## src/rtl/pipeline_hazard_ctrl_pkg.sv

```systemverilog
// Shared types for pipeline sequencing: FSM states, stage-control modes
// and the decode from a mode to the individual register controls.
package pipe_ctrl_pkg;

    typedef enum logic [1:0] {
        RUN    = 2'd0,
        HALTED = 2'd1,
        RESUME = 2'd2
    } state_t;

    typedef enum logic [1:0] {
        MODE_NORMAL = 2'd0,
        MODE_STALL  = 2'd1,
        MODE_FLUSH  = 2'd2,
        MODE_FREEZE = 2'd3
    } mode_t;

    localparam int REG_ZERO = 0;

    typedef struct packed {
        logic pc_en;
        logic if_id_lock;
        logic if_id_clear;
        logic id_ex_lock;
        logic id_ex_clear;
        logic ex_mem_lock;
        logic mem_wb_lock;
    } stage_ctrl_t;

    function automatic stage_ctrl_t decode_mode(input mode_t mode);
        stage_ctrl_t c;
        c = '0;
        case (mode)
            MODE_NORMAL: c = '{1'b1, 1'b1, 1'b0, 1'b1, 1'b0, 1'b1, 1'b1};
            MODE_STALL:  c = '{1'b0, 1'b0, 1'b0, 1'b1, 1'b1, 1'b1, 1'b1};
            MODE_FLUSH:  c = '{1'b1, 1'b1, 1'b1, 1'b1, 1'b1, 1'b1, 1'b1};
            default:     c = '0;
        endcase
        return c;
    endfunction

endpackage

```

## src/rtl/pipeline_hazard_ctrl_load_use_detect.sv

```systemverilog
// Flags an ID instruction that reads the destination of a load still in EX.
module load_use_detect
    import pipe_ctrl_pkg::*;
#(
    parameter int REG_W = 5
) (
    input  logic [REG_W-1:0] id_rs,
    input  logic [REG_W-1:0] id_rt,
    input  logic             id_uses_rs,
    input  logic             id_uses_rt,
    input  logic             ex_mem_read,
    input  logic [REG_W-1:0] ex_rd,
    output logic             lu
);

    // Register zero is hardwired, so a load targeting it never creates a dependency.
    assign lu = ex_mem_read && (ex_rd != REG_W'(REG_ZERO)) &&
                ((id_uses_rs && (id_rs == ex_rd)) || (id_uses_rt && (id_rt == ex_rd)));

endmodule

```

## src/rtl/pipeline_hazard_ctrl.sv

```systemverilog
// Pipeline sequencer: stage-register enables/flushes, halt/resume FSM
// and performance counters.
module pipeline_hazard_ctrl
    import pipe_ctrl_pkg::*;
#(
    parameter int REG_W = 5,
    parameter int CNT_W = 32
) (
    input  logic             clk,
    input  logic             reset,
    input  logic [REG_W-1:0] id_rs,
    input  logic [REG_W-1:0] id_rt,
    input  logic             id_uses_rs,
    input  logic             id_uses_rt,
    input  logic             ex_mem_read,
    input  logic [REG_W-1:0] ex_rd,
    input  logic             ex_redirect,
    input  logic             wb_halt,
    input  logic             go,
    output logic             pc_en,
    output logic             if_id_lock,
    output logic             if_id_clear,
    output logic             id_ex_lock,
    output logic             id_ex_clear,
    output logic             ex_mem_lock,
    output logic             mem_wb_lock,
    output logic             halted,
    output logic [CNT_W-1:0] cycle_cnt,
    output logic [CNT_W-1:0] stall_cnt,
    output logic [CNT_W-1:0] flush_cnt
);

    state_t      state_reg;
    mode_t       mode;
    stage_ctrl_t ctrl;
    logic        lu;

    load_use_detect #(.REG_W(REG_W)) u_lu (
        .id_rs       (id_rs),
        .id_rt       (id_rt),
        .id_uses_rs  (id_uses_rs),
        .id_uses_rt  (id_uses_rt),
        .ex_mem_read (ex_mem_read),
        .ex_rd       (ex_rd),
        .lu          (lu)
    );

    // RESUME decodes like RUN but lets the retiring halt leave WB.
    always_comb begin
        mode = MODE_FREEZE;
        if (!reset) begin
            case (state_reg)
                RUN, RESUME: begin
                    if (wb_halt && state_reg == RUN) mode = MODE_FREEZE;
                    else if (ex_redirect)            mode = MODE_FLUSH;
                    else if (lu)                     mode = MODE_STALL;
                    else                             mode = MODE_NORMAL;
                end
                default: mode = MODE_FREEZE;
            endcase
        end
    end

    assign ctrl        = decode_mode(mode);
    assign pc_en       = ctrl.pc_en;
    assign if_id_lock  = ctrl.if_id_lock;
    assign if_id_clear = ctrl.if_id_clear;
    assign id_ex_lock  = ctrl.id_ex_lock;
    assign id_ex_clear = ctrl.id_ex_clear;
    assign ex_mem_lock = ctrl.ex_mem_lock;
    assign mem_wb_lock = ctrl.mem_wb_lock;
    assign halted      = !reset && (state_reg == HALTED);

    always_ff @(posedge clk) begin
        if (reset) begin
            state_reg <= RUN;
            cycle_cnt <= '0;
            stall_cnt <= '0;
            flush_cnt <= '0;
        end else begin
            case (state_reg)
                RUN: begin
                    if (wb_halt) state_reg <= HALTED;
                end
                HALTED: begin
                    if (go) state_reg <= RESUME;
                end
                default: state_reg <= RUN;
            endcase
            if (state_reg == RUN || state_reg == RESUME) cycle_cnt <= cycle_cnt + 1'b1;
            if (mode == MODE_STALL) stall_cnt <= stall_cnt + 1'b1;
            if (mode == MODE_FLUSH) flush_cnt <= flush_cnt + 1'b1;
        end
    end

endmodule
```

## config.mk

```make
export PLATFORM = sky130hd
export DESIGN_NAME = pipeline_hazard_ctrl
export DESIGN_NICKNAME = d
export VERILOG_FILES = /design/src/rtl/pipeline_hazard_ctrl_pkg.sv /design/src/rtl/pipeline_hazard_ctrl_load_use_detect.sv /design/src/rtl/pipeline_hazard_ctrl.sv
export SDC_FILE = /design/constraint.sdc
export NUM_CORES = 1
export LEC_CHECK = 0
export CORE_MARGIN = 4
export CORE_UTILIZATION = 40
export DETAILED_ROUTE_END_ITERATION = 16
export GPL_ROUTABILITY_DRIVEN = 0
export MAX_ROUTING_LAYER = met4
export PLACE_DENSITY = 0.71
export SYNTH_ARGS = -nofsm -noshare
export SYNTH_HDL_FRONTEND = slang
export SYNTH_HIERARCHICAL = 1
export SYNTH_SLANG_ARGS = --single-unit
```

## constraint.sdc

```tcl
create_clock -name clk -period 6.1 [get_ports clk]
set_input_delay 1.525 -clock clk [delete_from_list [all_inputs] [get_ports clk]]
set_output_delay 1.525 -clock clk [all_outputs]
set_load 0.02 [all_outputs]
```

==> impl_metrics.toml <==
[power]
cellPowerDensity_nw_per_um2 = 210
leakagePower_uw = 0.00212
p_comb_frac = 0.061
p_int_uw = 1080
power.switching_uw = 292
ir_drop_mv = 0.119
seq_power_share = 0.476
swShare = 0.214
power_frac_clock = 0.463

[logic_synthesis]
yosys_warnings = 6
synth_top_family_by_area = "simple AND/OR/NAND/NOR gates"
synth_cell_types = 42
synth_compound_area_frac = 0.119
synth_adder_area_share = 0.0180
ys_async_sr_fraction = 0
ys.flop_type = "dfxtp_1"
syn_area_sq_um = 4870
syn_avg_cell_area_sq_um = 8.57
synth_edf_count = 0
synth_cells = 568
ys_seq_elements = 98
synth.mux.area_fraction = 0.0339
yosysSeqAreaShare = 0.403
synthSimpleGateAreaFrac = 0.309
synth-xor-area-share = 0.0792
synth_fp_nets = 598

[layout]
fin_cells = 827
final_nets = 705
final_cell_mix = "clkdlybuf4s50_1, dfxtp_1, nor2_1"
regArea_sq_um = 1960
fillers = 1089
final_common_cell = "clkdlybuf4s50_1"
largestRegisters = "cycle_cnt: 32 flops, flush_cnt: 32 flops, stall_cnt: 32 flops"
layout-drive-gt1-share = 0.0574
final_core_utilization = 0.545
n_antenna_cell = 0
area_growth_pct = 33.8
multi_input_area_sq_um = 2720

[timing]
skew_ps = 10.7
hold_viol = 0
finalCriticalPeriod_ps = 5550
setup_viol = 0
whs_ps = 464
relSlewSlack = 0.530
clock.fmax_ghz = 0.180
drv_slew = 0
timing.final.crit_share = 0.909
setup_tns_ps = 0
worstMarginPinSlew_ps = 698
rsz0062_at_grt = "no"

[clocking]
clkTransAtPathRegs_ps = 70
htree_levels = 3
clockBufferDepth = 2
ctsResizeCount = 0
cts_hold_buf = 0
post-cts-setup-buffers = 0
root_buffer = "clkbuf_16"
cts.sinks = 98
numCtsBuffers = 9
cts_tree = "built"
clk_latency_ps = 340

[place]
hpwlAfterDp_mm = 8.89
dp.cells = 811
port-buffer-count = 126

[floorplan]
rows = 40
die_w_um = 118
ioPinCount = 127
start_util = 0.407
fp.dieArea_sq_um = 14000
design.core.area_sq_um = 12000
die_h_um = 118

[global_routing]
grt_pass1_wl_mm = 20.8
grt_pass1_vias = 4362
gr-total-overflow = 0
grt_usage = 0.181
grt_max_degree = 61
antenna_found_initial = 0

[worst_setup_path]
crit_path_start = "ex_rd[1]"
reg2regPathDepth = 8
reg2reg_from = "state_reg[0]$_SDFFE_PP0P_"
crit_type = "input pin to output port"
cp_max_fo = 4
end_kind = "output port"
critPathRequiredTime_ps = 4580
start_kind = "input pin"
worstPathArrival_ps = 4020

[detailed_routing]
initialDrtViolationCount = 291
postRouteAntennaNets = 0
dr.pass1.iters = 7
routed-via-count = 4657
routed_wl_mm = 12.5
drc_errors = 0
viasPerCell = 5.63
wire_per_inst_um = 15.1

[job]
maxCapViolCount = 0

[hold_path]
min_delay_path_depth = 1
worstHoldStart = "state_reg[1]$_SDFFE_PP0P_"
hold_path.class = "register to register"

[status]
run_status = "complete, no violations"
-- power groups by stage --
stage	Combinational [uW]	Clock, uW	Sequential (uW)
finish	83.7	633	652
global route	90.7	674	652
CTS	85.0	648	651
detailed placement	84.6	0	666
global placement	81.9	0	666
floorplan	42.5	0	669
-- cell usage after synthesis (3+ instances only) --
library cell	instances	share of area
dfxtp_1	98	0.40
nor2_1	52	0.040
a21oi_1	48	0.049
nand2_1	36	0.028
or4_1	34	0.052
nand3_1	32	0.033
xor2_1	32	0.058
o31ai_1	30	0.046
nand4_1	24	0.031
clkbuf_1	22	0.017
o21ai_0	17	0.017
and4_1	14	0.025
or3_1	14	0.018
nor2b_1	13	0.017
mux2_2	12	0.028
nor4_1	12	0.015
xnor2_1	12	0.022
inv_1	11	0.0085
and3_1	8	0.010
ha_1	7	0.018
nor3_1	6	0.0062
and2_1	4	0.0051
buf_4	4	0.0062
buf_2	3	0.0031
mux2i_1	3	0.0062
-- final timing paths --
| kind | end | slack [ps] |
|---|---|---|
| setup / recovery | if_id_clear | 550 |
| hold / removal | state_reg[0]$_SDFFE_PP0P_ | 460 |
| setup reg to reg | flush_cnt[30]$_SDFFE_PP0N_ | 2800 |
| hold reg to reg | state_reg[0]$_SDFFE_PP0P_ | 460 |
-- critical path: stages --
cell             delay, ps
clkdlybuf4s50_1        470
xor2_1                 180
nor4_1                 300
nand3_1                110
a21oi_1                140
inv_1                   40
o21ai_0                320
inv_1                  170
ha_1                   220
clkdlybuf4s50_1        540
-- layer usage --
metal / track usage / wire (um) / vias up
met3: 0.0507 / 726 / 12
li1: - / - / 2316
met4: 0.0535 / 120 / 0
met5: - / 0 / -
met1: 0.220 / 5530 / 2214
met2: 0.294 / 6090 / 115
-- logic make-up (layout without fill, tap and decap cells) --
kind of cell / Yosys count / after routing
flip-flops: 98 / 98
XOR/XNOR: 44 / 44
AND/OR/NAND/NOR: 263 / 263
AO/OA/AOI/OAI: 99 / 99
buffers and inverters: 42 / 154
multiplexers: 15 / 15
adder cells (fa/ha/maj): 7 / 7
-- through the flow --
stage                     cell area [sq um]  worst slack [ps]  total power [uW]
after floorplan                        4870              1510               711
after global placement                 6170               553               748
after detailed placement               6170               499               751
after CTS                              6510               496              1380
after global routing                   6510               326              1420
final                                  6510               553              1370
-- area by class of cell --
class                   instances  area share
clock buffers                  12      0.0409
inverters                      11     0.00634
flip-flops and latches         98       0.301
clock inverters                 4      0.0111
repair buffers                127       0.194
well taps                     147      0.0282
multi-input cells             428       0.418
(Power assumes the default switching activity.)
